==> config.mk <==
export PLATFORM = sky130hd
export DESIGN_NAME = imm_encoder
export DESIGN_NICKNAME = d
export VERILOG_FILES = /design/src/rtl/imm_encoder.sv
export SDC_FILE = /design/constraint.sdc
export NUM_CORES = 1
export LEC_CHECK = 0
export CORE_MARGIN = 10
export CORE_UTILIZATION = 50
export DETAILED_ROUTE_END_ITERATION = 8
export PLACE_DENSITY = 0.86
export SLEW_MARGIN = 0
export SYNTH_ARGS = -nofsm -noshare
export SYNTH_HDL_FRONTEND = slang
export SYNTH_SLANG_ARGS = --single-unit
==> constraint.sdc <==
create_clock -name clk -period 2 [get_ports clk]
set_clock_uncertainty 0.05 [all_clocks]
set_input_delay 0.4 -clock clk [delete_from_list [all_inputs] [get_ports clk]]
set_output_delay 0.4 -clock clk [all_outputs]
set_load 0.05 [all_outputs]
==> src/rtl/imm_encoder.sv <==
// Scatters a 64-bit immediate into a RISC-V instruction word; two-stage valid/ready pipeline, 2-cycle latency, stalls cleanly under out_ready=0.
// Define IMM_ENC_RANGE_CHECK_EN to flag and count immediates that do not fit the selected format.
module imm_encoder #(
   parameter int CNT_W = 16
) (
   input  logic             clk,
   input  logic             rstn,
   input  logic             in_valid,
   output logic             in_ready,
   input  logic [2:0]       immgen_op,
   input  logic [63:0]      imm,
   input  logic [31:0]      base_inst,
   output logic             out_valid,
   input  logic             out_ready,
   output logic [31:0]      inst,
   output logic             out_err,
   output logic [CNT_W-1:0] err_cnt
);

   typedef enum logic [2:0] {
      OP_ZERO = 3'd0,
      OP_I    = 3'd1,
      OP_S    = 3'd2,
      OP_B    = 3'd3,
      OP_U    = 3'd4,
      OP_J    = 3'd5,
      OP_CSR  = 3'd6,
      OP_RSVD = 3'd7
   } op_e;

   logic        s1_valid_q;
   op_e         s1_op_q;
   logic [63:0] s1_imm_q;
   logic [31:0] s1_base_q;

   logic        s2_valid_q;
   logic [31:0] inst_q;
   logic        err_q;

   logic        s1_adv;
   logic        s2_adv;
   logic [31:0] inst_d;
   logic        err_d;
   logic        range_bad;

   assign s2_adv   = !s2_valid_q || out_ready;
   assign s1_adv   = !s1_valid_q || s2_adv;
   assign in_ready = s1_adv;

   always_ff @(posedge clk or negedge rstn) begin
      if (!rstn) begin
         s1_valid_q <= 1'b0;
         s1_op_q    <= OP_ZERO;
         s1_imm_q   <= '0;
         s1_base_q  <= '0;
      end else if (s1_adv) begin
         s1_valid_q <= in_valid;
         if (in_valid) begin
            s1_op_q   <= op_e'(immgen_op);
            s1_imm_q  <= imm;
            s1_base_q <= base_inst;
         end
      end
   end

   always_comb begin
      inst_d = s1_base_q;
      case (s1_op_q)
         OP_I:   inst_d[31:20] = s1_imm_q[11:0];
         OP_S: begin
            inst_d[31:25] = s1_imm_q[11:5];
            inst_d[11:7]  = s1_imm_q[4:0];
         end
         OP_B: begin
            inst_d[31]    = s1_imm_q[12];
            inst_d[30:25] = s1_imm_q[10:5];
            inst_d[11:8]  = s1_imm_q[4:1];
            inst_d[7]     = s1_imm_q[11];
         end
         OP_U:   inst_d[31:12] = s1_imm_q[31:12];
         OP_J: begin
            inst_d[31]    = s1_imm_q[20];
            inst_d[30:21] = s1_imm_q[10:1];
            inst_d[20]    = s1_imm_q[11];
            inst_d[19:12] = s1_imm_q[19:12];
         end
         OP_CSR: inst_d[19:15] = s1_imm_q[4:0];
         default: ;
      endcase
   end

`ifdef IMM_ENC_RANGE_CHECK_EN
   // v[63:lsb] all equal <=> the arithmetic shift leaves only sign copies
   function automatic logic fits(input logic [63:0] v, input int unsigned lsb);
      logic [63:0] t;
      t = $signed(v) >>> lsb;
      return (t == '0) || (t == '1);
   endfunction

   always_comb begin
      range_bad = 1'b0;
      case (s1_op_q)
         OP_ZERO:    range_bad = |s1_imm_q;
         OP_I, OP_S: range_bad = !fits(s1_imm_q, 11);
         OP_B:       range_bad = !fits(s1_imm_q, 12) || s1_imm_q[0];
         OP_U:       range_bad = !fits(s1_imm_q, 31) || (|s1_imm_q[11:0]);
         OP_J:       range_bad = !fits(s1_imm_q, 20) || s1_imm_q[0];
         OP_CSR:     range_bad = |s1_imm_q[63:5];
         default:    range_bad = 1'b0;
      endcase
   end
`else
   logic unused_imm_hi;
   assign unused_imm_hi = ^s1_imm_q[63:32];
   assign range_bad     = 1'b0;
`endif

   assign err_d = (s1_op_q == OP_RSVD) || range_bad;

   always_ff @(posedge clk or negedge rstn) begin
      if (!rstn) begin
         s2_valid_q <= 1'b0;
         inst_q     <= '0;
         err_q      <= 1'b0;
      end else if (s2_adv) begin
         s2_valid_q <= s1_valid_q;
         if (s1_valid_q) begin
            inst_q <= inst_d;
            err_q  <= err_d;
         end
      end
   end

   assign out_valid = s2_valid_q;
   assign inst      = inst_q;
   assign out_err   = err_q;

`ifdef IMM_ENC_RANGE_CHECK_EN
   logic [CNT_W-1:0] err_cnt_q;

   always_ff @(posedge clk or negedge rstn) begin
      if (!rstn) begin
         err_cnt_q <= '0;
      end else if (s2_valid_q && out_ready && err_q && (err_cnt_q != '1)) begin
         err_cnt_q <= err_cnt_q + CNT_W'(1);
      end
   end

   assign err_cnt = err_cnt_q;
`else
   assign err_cnt = '0;
`endif

endmodule

-- Word-level counts from Yosys, hierarchy flattened
Index checks and enable logic that the tools add are counted.
- add/subtract/negate cells: 0
- multipliers: 0
- divide/modulo/power cells: 0
- order comparisons: 0
- equal/unequal tests: 7
- shifts and indexed selects: 0
- muxes and demuxes: 5
- bitwise gates (word level): 0
- reduce and logical (&&, ||, !) cells: 8
- operator list (kind ; count):
    one-hot mux 7 bit (4 select lines) ; 1
    one-hot mux 5 bit (2 select lines) ; 2
    one-hot mux 5 bit (3 select lines) ; 1
    == test 3 bit, second input constant ; 4
    == test 3 x 2 -> 1 bit, second input constant ; 2
    AND reduction 2 bit ; 2
    OR reduction 2 bit ; 2
    == test 3 x 1 -> 1 bit, second input constant ; 1
    two-way mux 3 bit ; 1
    zero test 1 bit ; 2
    logical OR 1 bit ; 2
- flip-flop bits (word level): 102
- latch bits: 0
- RAM bits: 0
- memory bits (read-only): 0
- bits of input ports: 103
- output and inout port bits: 51
- logic and storage cells: 27
- memories: 0

-- Depth between registers and ports, before layout
Gate-level depths: netlist (run 1).
- depth after elaboration: 4
- depth in mapped cells: 6
- depth with buffers taken out: 4

-- Least setup slack after synthesis (run 1)
OpenSTA, ideal clock, no wires.
- path kind: register to register
- from: register s2_valid_q (netlist: out_valid)
- to: register s1_base_q[14]
- library setup time: 0.125 ns
- data arrival time: 1.712 ns
- data required time: 1.825 ns
- path slack: 0.113 ns
- stages on the path, launching flop included: 6
- path buffers: 2
- period minus slack after synthesis: 1.887 ns
- cell sequence: dfrtp_1 nand3b_4 nand2_4 buf_8 buf_12 mux2_4
- cells in the longest elaborated chain, start to end: 4
- RTL lines (item ; line ; text):
    from (decl) ; 36 ; logic s2_valid_q;
    from (signal assigned) ; 126 ; s2_valid_q <= s1_valid_q;
    zero test 1 bit ; 46 ; assign s2_adv = !s2_valid_q || out_ready;
    logical OR 1 bit ; 46 ;
    logical OR 1 bit ; 47 ; assign s1_adv = !s1_valid_q || s2_adv;
    via in_ready ; 9 ; output logic in_ready,
    AND reduction 2 bit (no line) ; - ;
    to (signal assigned) ; 61 ; s1_base_q <= base_inst;
    to (decl) ; 34 ; logic [31:0] s1_base_q;
The timed path passes the listed nets, and every way through them passes these cells.
A chain may end at the register's enable or synchronous reset.

-- Worst setup path after layout (run 1)
- from: register inst_q[5] (netlist: inst[5])
- to: output port inst[5]
- RTL lines (item ; line ; text):
    from (decl) ; 37 ; logic [31:0] inst_q;
    from (signal assigned) ; 128 ; inst_q <= inst_d;
    to (decl) ; 15 ; output logic [31:0] inst,
No word-level cell between the ends.

==> results.sh, run 1 <==
export IMPL_status="finished clean"
export IMPL_cts_sinks=102
export IMPL_syn_avg_cell_area_um2=12.2
export IMPL_ff2ff_setup_slack_ns=0.15
export IMPL_p_clk_share_pct=22.0
export IMPL_ios=154
export IMPL_dieArea_um2=13800
export IMPL_place_congestion=0.783
export IMPL_leakage_nw=2.79
export IMPL_port_buffers=105
export IMPL_overflow=0
export IMPL_antenna_found_initial=0
export IMPL_diodes=0
export IMPL_setup_violations_final=0
export IMPL_busiest_layer="met2"
export IMPL_regArea_um2=2550
export IMPL_switching_share_pct=37.0
export IMPL_drtPass1Iterations=4
export IMPL_max_freq_mhz=507
export IMPL_fin_crit_sh_pct=98.5
export IMPL_crit_arrival_ns=1.52
export IMPL_drive_gt1_share_pct=22.6
export IMPL_layout_min_cycle_time_ns=1.97
export IMPL_required_ns=1.55
export IMPL_p_seq_share_pct=43.8
export IMPL_clk_pin_slew_ns=0.11
export IMPL_rsz0062_at_grt="false"
export IMPL_yosys_area_top_type="dfrtp_1"
export IMPL_finalSetupTns_ns=0
export IMPL_ys_seq_area_share_pct=53.9
export IMPL_synth_area_um2=4730
export IMPL_p_sw_mw=2.30
export IMPL_synth_cell_types=35
export IMPL_cp_max_fo=2
export IMPL_critPathCaptureType="primary output"
export IMPL_finalNetCount=590
export IMPL_synth_area_leaders="dfrtp_1 54%, mux2_4 9.5%, mux2_2 8.8%, buf_4 4.0%, nand2_1 3.4%"
export IMPL_clk_latency_ns=0.36
export IMPL_cp_top_family="buffers and inverters"
export IMPL_synth_warnings=0
export IMPL_post_dp_cell_area_um2=5810
export IMPL_critPathBufInv=1
export IMPL_start_kind="flip-flop"
export IMPL_crit_path_max_incr_delay_ns=0.81
export IMPL_maxCapViolations=0
export IMPL_p_per_area_nw_per_um2=1030
export IMPL_fp_row_count=35
export IMPL_drt_iter0_drc=174
export IMPL_ys_seq_elements=102
export IMPL_slew_headroom_pct=50.3
export IMPL_htree_levels=3
export IMPL_intPower_mw=3.91
export IMPL_viasPerCell=5.16
export IMPL_dr_total_vias=3202
export IMPL_met2_usage_pct=27.5
export IMPL_min_path_type="input port to asynchronous set/reset pin"
export IMPL_cpMaxStageDelayCell="clkdlybuf4s50_1"
export IMPL_use_met3_pct=2.91
export IMPL_dpl_hpwl_um=8110
export IMPL_antenna_left=0
export IMPL_yosysTopAreaCellShare_pct=53.9
export IMPL_die_height_um=117
export IMPL_die_x_um=117
export IMPL_wirelength_um=11000
export IMPL_clock_root_buffer="clkbuf_8"
export IMPL_clk_path_buf_depth=2
export IMPL_cts_buffers=9
export IMPL_met1_usage_pct=19.6
export IMPL_gr_usage_all_layers_pct=16.0
export IMPL_grt_start_max_net_pins=48
export IMPL_final_area_um2=6020
export IMPL_nFillCells=728
export IMPL_critical_path_class="flip-flop to primary output"
export IMPL_grt_pass1_vias=3427
export IMPL_comb_power_share_pct=34.2
export IMPL_timing_hold_violations_final=0
export IMPL_core_area_um2=9240
export IMPL_initial_core_util_pct=51.2
export IMPL_peakVddDrop_uv=486
export IMPL_grt_pass1_wl_um=17200
export IMPL_tritoncts="done"
export IMPL_slew_viol_final=0
export IMPL_hold_slack_ns=0.378
export IMPL_wl_per_cell_um=17.7
export IMPL_drc=0
export IMPL_path_cells="clkdlybuf4s50_1"
export IMPL_totalPowerFinal_mw=6.20
export IMPL_synthCells=388
export IMPL_synthToLayoutAreaGrowth_pct=27.2
export IMPL_tightest_slew_ns=0.746
export IMPL_multiInputGateArea_um2=1880
power by group through the flow:
stage / Sequential, mW / Combinational [mW] / Clock (mW)
floorplan: 3.29 / 0.921 / 0
global placement: 2.73 / 2.15 / 0
detailed placement: 2.76 / 2.20 / 0
CTS: 2.72 / 2.14 / 1.41
global route: 2.77 / 2.25 / 1.49
finish: 2.72 / 2.12 / 1.37
layout by cell type, fill, tap and decap left out, drive strengths merged, types with 2 or more instances in the layout:
| cell type | instances |
|---|---|
| clkdlybuf4s50 | 71 |
| nor3 | 2 |
| dlygate4sd2 | 18 |
| a22oi | 6 |
| nand2b | 6 |
| buf | 23 |
| inv | 12 |
| o21ai | 19 |
| dlymetal6s2s | 3 |
| clkbuf | 10 |
| nand3 | 2 |
| o22ai | 3 |
| a21oi | 23 |
| nand2 | 45 |
| a21o | 6 |
| mux2i | 8 |
| a221oi | 11 |
| nor2 | 19 |
| nand3b | 9 |
| mux2 | 67 |
| nor2b | 2 |
| conb | 16 |
| dfrtp | 102 |
final timing paths:
| check | to | from | depth (start not counted) |
|---|---|---|---|
| max in group asynchronous | inst[18]$_DFFE_PN0P_ | rstn | 3 |
| min in group clk | inst[0]$_DFFE_PN0P_ | s1_base_q[0]$_DFFE_PN0P_ | 2 |
| min | s1_base_q[3]$_DFFE_PN0P_ | rstn | 2 |
| max reg2reg | inst[29]$_DFFE_PN0P_ | s1_op_q[0]$_DFFE_PN0P_ | 4 |
| min reg2reg | inst[0]$_DFFE_PN0P_ | s1_base_q[0]$_DFFE_PN0P_ | 2 |
| max | inst[5] | inst[5]$_DFFE_PN0P_ | 1 |
timing repair:
action	in CTS	in global routing
buffers inserted	0	0
setup endpoints to repair	18	3
gates resized for setup	18	3
hold buffers	1	0
cloned	0	0
endpoints found under the hold margin	13	0
metal layers:
layer / vias up / wire (um)
li1: 1508 / -
met1: 1593 / 4610
met2: 87 / 5620
met3: 14 / 620
met4: 0 / 150
met5: - / 0
kinds of logic after synthesis:
kind of cell / Yosys count / synth area share, %
mux: 75 / 20.0
simple gates: 87 / 8.81
buf+inv: 51 / 7.62
flops: 102 / 53.9
compound gates: 72 / 9.55
other cells: 1 / 0.0792
cell usage after synthesis:
| master | instances |
|---|---|
| a211oi_2 | 1 |
| a21o_1 | 6 |
| a21oi_1 | 23 |
| a221oi_1 | 11 |
| a22oi_1 | 6 |
| a31oi_1 | 1 |
| and2_1 | 1 |
| buf_12 | 3 |
| buf_2 | 12 |
| buf_4 | 25 |
| buf_8 | 1 |
| clkbuf_1 | 2 |
| conb_1 | 1 |
| dfrtp_1 | 102 |
| inv_1 | 8 |
| mux2_2 | 37 |
| mux2_4 | 30 |
| mux2i_1 | 8 |
| nand2_1 | 43 |
| nand2_2 | 1 |
| nand2_4 | 1 |
| nand2b_1 | 6 |
| nand3_1 | 2 |
| nand3b_1 | 8 |
| nand3b_4 | 1 |
| nor2_1 | 18 |
| nor2_2 | 1 |
| nor2b_1 | 2 |
| nor3_1 | 2 |
| nor3b_1 | 1 |
| o21ai_0 | 11 |
| o21ai_1 | 8 |
| o21bai_1 | 1 |
| o22ai_1 | 3 |
| o311a_1 | 1 |
flip-flops by register name, summed over array words and instances, names as in the netlist:
name and count:
inst 32, s1_base_q 32, s1_imm_q 32, s1_op_q 3
out_err 1, out_valid 1, s1_valid_q 1
metrics by stage:
stage	worst slack, ns	util (%)	std cells
final	0.0293	65.2	621
after global routing	0.00144	65.2	621
after CTS	0.00216	65.1	621
after detailed placement	0.0420	62.9	604
after global placement	0.0830	62.9	604
after floorplan	0.113	-	403
area by class of cell:
type	instances	share of cell area, %
tap	129	2.68
inverter	8	0.499
timing repair buffer	116	19.7
sequential	102	42.4
clock buffer	10	2.29
clock inverter	6	1.25
multi-input combinational	250	31.2
Note: power is estimated with default switching activity, not from simulation.
==> run 2: changes to the inputs <==
--- a/config.mk
+++ b/config.mk
@@ -7,8 +7,10 @@
 export LEC_CHECK = 0
 export CORE_MARGIN = 10
 export CORE_UTILIZATION = 50
+export CTS_CLUSTER_SIZE = 40
 export DETAILED_ROUTE_END_ITERATION = 8
 export PLACE_DENSITY = 0.86
+export SKIP_CTS_REPAIR_TIMING = 1
 export SLEW_MARGIN = 0
 export SYNTH_ARGS = -nofsm -noshare
 export SYNTH_HDL_FRONTEND = slang
==> run 2 against run 1 <==
  * Routed wire length grew 0.62%
  * Design area increased by 1.1%
  * Via count grew 0.19%
  * Sequential power barely moved
  * Final cell count is the same
  * Die area did not move
  * Worst hold slack got worse by 0.0014 ns
  * Sequential share of layout area decreased by 0.47 points
  * Clock power barely moved
  * Utilization grew 0.73 points
  * Critical endpoint unchanged
==> results.sh, run 2 (synthesis results as in run 1) <==
export IMPL_status="finished clean"
export IMPL_clk_latency_ns=0.36
export IMPL_final_cell_count_no_fill=621
export IMPL_dpl_hpwl_um=8110
export IMPL_die_height_um=117
export IMPL_p_per_area_nw_per_um2=1030
export IMPL_slew_viol_final=0
export IMPL_viasPerCell=5.17
export IMPL_ff2ff_setup_slack_ns=0.17
export IMPL_cp_max_fo=2
export IMPL_antenna_found_initial=0
export IMPL_leakage_nw=2.94
export IMPL_wirelength_um=11100
export IMPL_drt_iter0_drc=188
export IMPL_setup_violations_final=0
export IMPL_antenna_left=0
export IMPL_core_area_um2=9240
export IMPL_cp_top_family="buffers and inverters"
export IMPL_clk_path_buf_depth=2
export IMPL_crit_arrival_ns=1.52
export IMPL_cts_buffers=9
export IMPL_timing_hold_violations_final=0
export IMPL_diodes=0
export IMPL_cpMaxStageDelayCell="clkdlybuf4s50_1"
export IMPL_critical_path_class="flip-flop to primary output"
export IMPL_slew_headroom_pct=51.5
export IMPL_layout_min_cycle_time_ns=1.97
export IMPL_rr_startpoint="s1_op_q[0]$_DFFE_PN0P_"
export IMPL_clk_pin_slew_ns=0.11
export IMPL_finalNetCount=590
export IMPL_drtPass1Iterations=5
export IMPL_maxCapViolations=0
export IMPL_rr_endpoint="inst[29]$_DFFE_PN0P_"
export IMPL_overflow=0
export IMPL_critPathBufInv=1
export IMPL_critPathCaptureType="primary output"
export IMPL_port_buffers=105
export IMPL_drive_gt1_share_pct=22.6
export IMPL_die_x_um=117
export IMPL_drc=0
export IMPL_path_cells="clkdlybuf4s50_1"
export IMPL_final_cell_mix="102 x dfrtp_1, 71 x clkdlybuf4s50_1, 43 x nand2_1"
export IMPL_required_ns=1.55
export IMPL_hold_slack_ns=0.376
export IMPL_synthToLayoutAreaGrowth_pct=28.7
export IMPL_cts_sinks=102
export IMPL_tritoncts="done"
export IMPL_clock_root_buffer="clkbuf_8"
export IMPL_max_freq_mhz=508
export IMPL_grt_pass1_wl_um=17200
export IMPL_post_dp_cell_area_um2=5810
export IMPL_initial_core_util_pct=51.2
export IMPL_critPathLaunch="inst[5]$_DFFE_PN0P_"
export IMPL_grt_pass1_vias=3417
export IMPL_reg2reg_depth=4
export IMPL_htree_levels=3
export IMPL_fp_row_count=35
export IMPL_dp_cells=604
export IMPL_final_area_um2=6090
export IMPL_dieArea_um2=13800
export IMPL_wl_per_cell_um=17.8
export IMPL_totalPowerFinal_mw=6.26
export IMPL_place_congestion=0.783
export IMPL_timing_final_ws_setup_ns=0.0306
export IMPL_dr_total_vias=3208
export IMPL_rsz0062_at_grt="false"
export IMPL_tightest_slew_ns=0.728
export IMPL_dp_slack_ns=0.0420
export IMPL_final_common_cell="dfrtp_1"
export IMPL_start_kind="flip-flop"
export IMPL_fin_crit_sh_pct=98.5
export IMPL_gr_usage_all_layers_pct=16.0
export IMPL_crit_path_max_incr_delay_ns=0.81
export IMPL_peakVddDrop_uv=487
export IMPL_min_path_type="input port to asynchronous set/reset pin"
export IMPL_ios=154
export IMPL_grt_start_max_net_pins=48
run 2: worst max path at each step:
stage / endpoint / slack, ns / cells past startpoint
after floorplan: s1_base_q[14]$_DFFE_PN0P_ / 0.11 / 5
after global placement: s1_imm_q[14]$_DFFE_PN0P_ / 0.08 / 5
after detailed placement: s1_base_q[8]$_DFFE_PN0P_ / 0.04 / 5
after CTS: inst[29] / -0.04 / 1
after global routing: inst[5] / 0.001 / 1
final: inst[5] / 0.03 / 1
run 2: routing by layer:
| layer | GRT usage, % | part of all wire (%) | up-vias |
|---|---|---|---|
| met5 | 0 | 0 | - |
| met1 | 19.6 | 42 | 1595 |
| met4 | 5.85 | 1.1 | 0 |
| li1 | - | - | 1509 |
| met2 | 27.4 | 52 | 94 |
| met3 | 2.91 | 5.8 | 10 |
run 2: area by class of cell:
type                            count  area, um^2
Sequential cell                   102        2550
Clock inverter                      6        75.1
Clock buffer                       10         138
Inverter                            8        30.0
Multi-Input combinational cell    250        1880
Tap cell                          129         161
Fill cell                         715        3150
Timing Repair Buffer              116        1260
run 2: report_power, final:
part / internal [mW] / leakage, nW / switching [mW]
Clock: 0.636 / 0.106 / 0.732
Combinational: 0.890 / 1.64 / 1.29
Sequential: 2.44 / 1.20 / 0.280
run 2: stage by stage:
step / util, % / TNS (ns)
floorplan: - / 0
global placement: 62.9 / 0
detailed placement: 62.9 / 0
CTS: 65.2 / -0.212
global route: 65.9 / 0
finish: 65.9 / 0
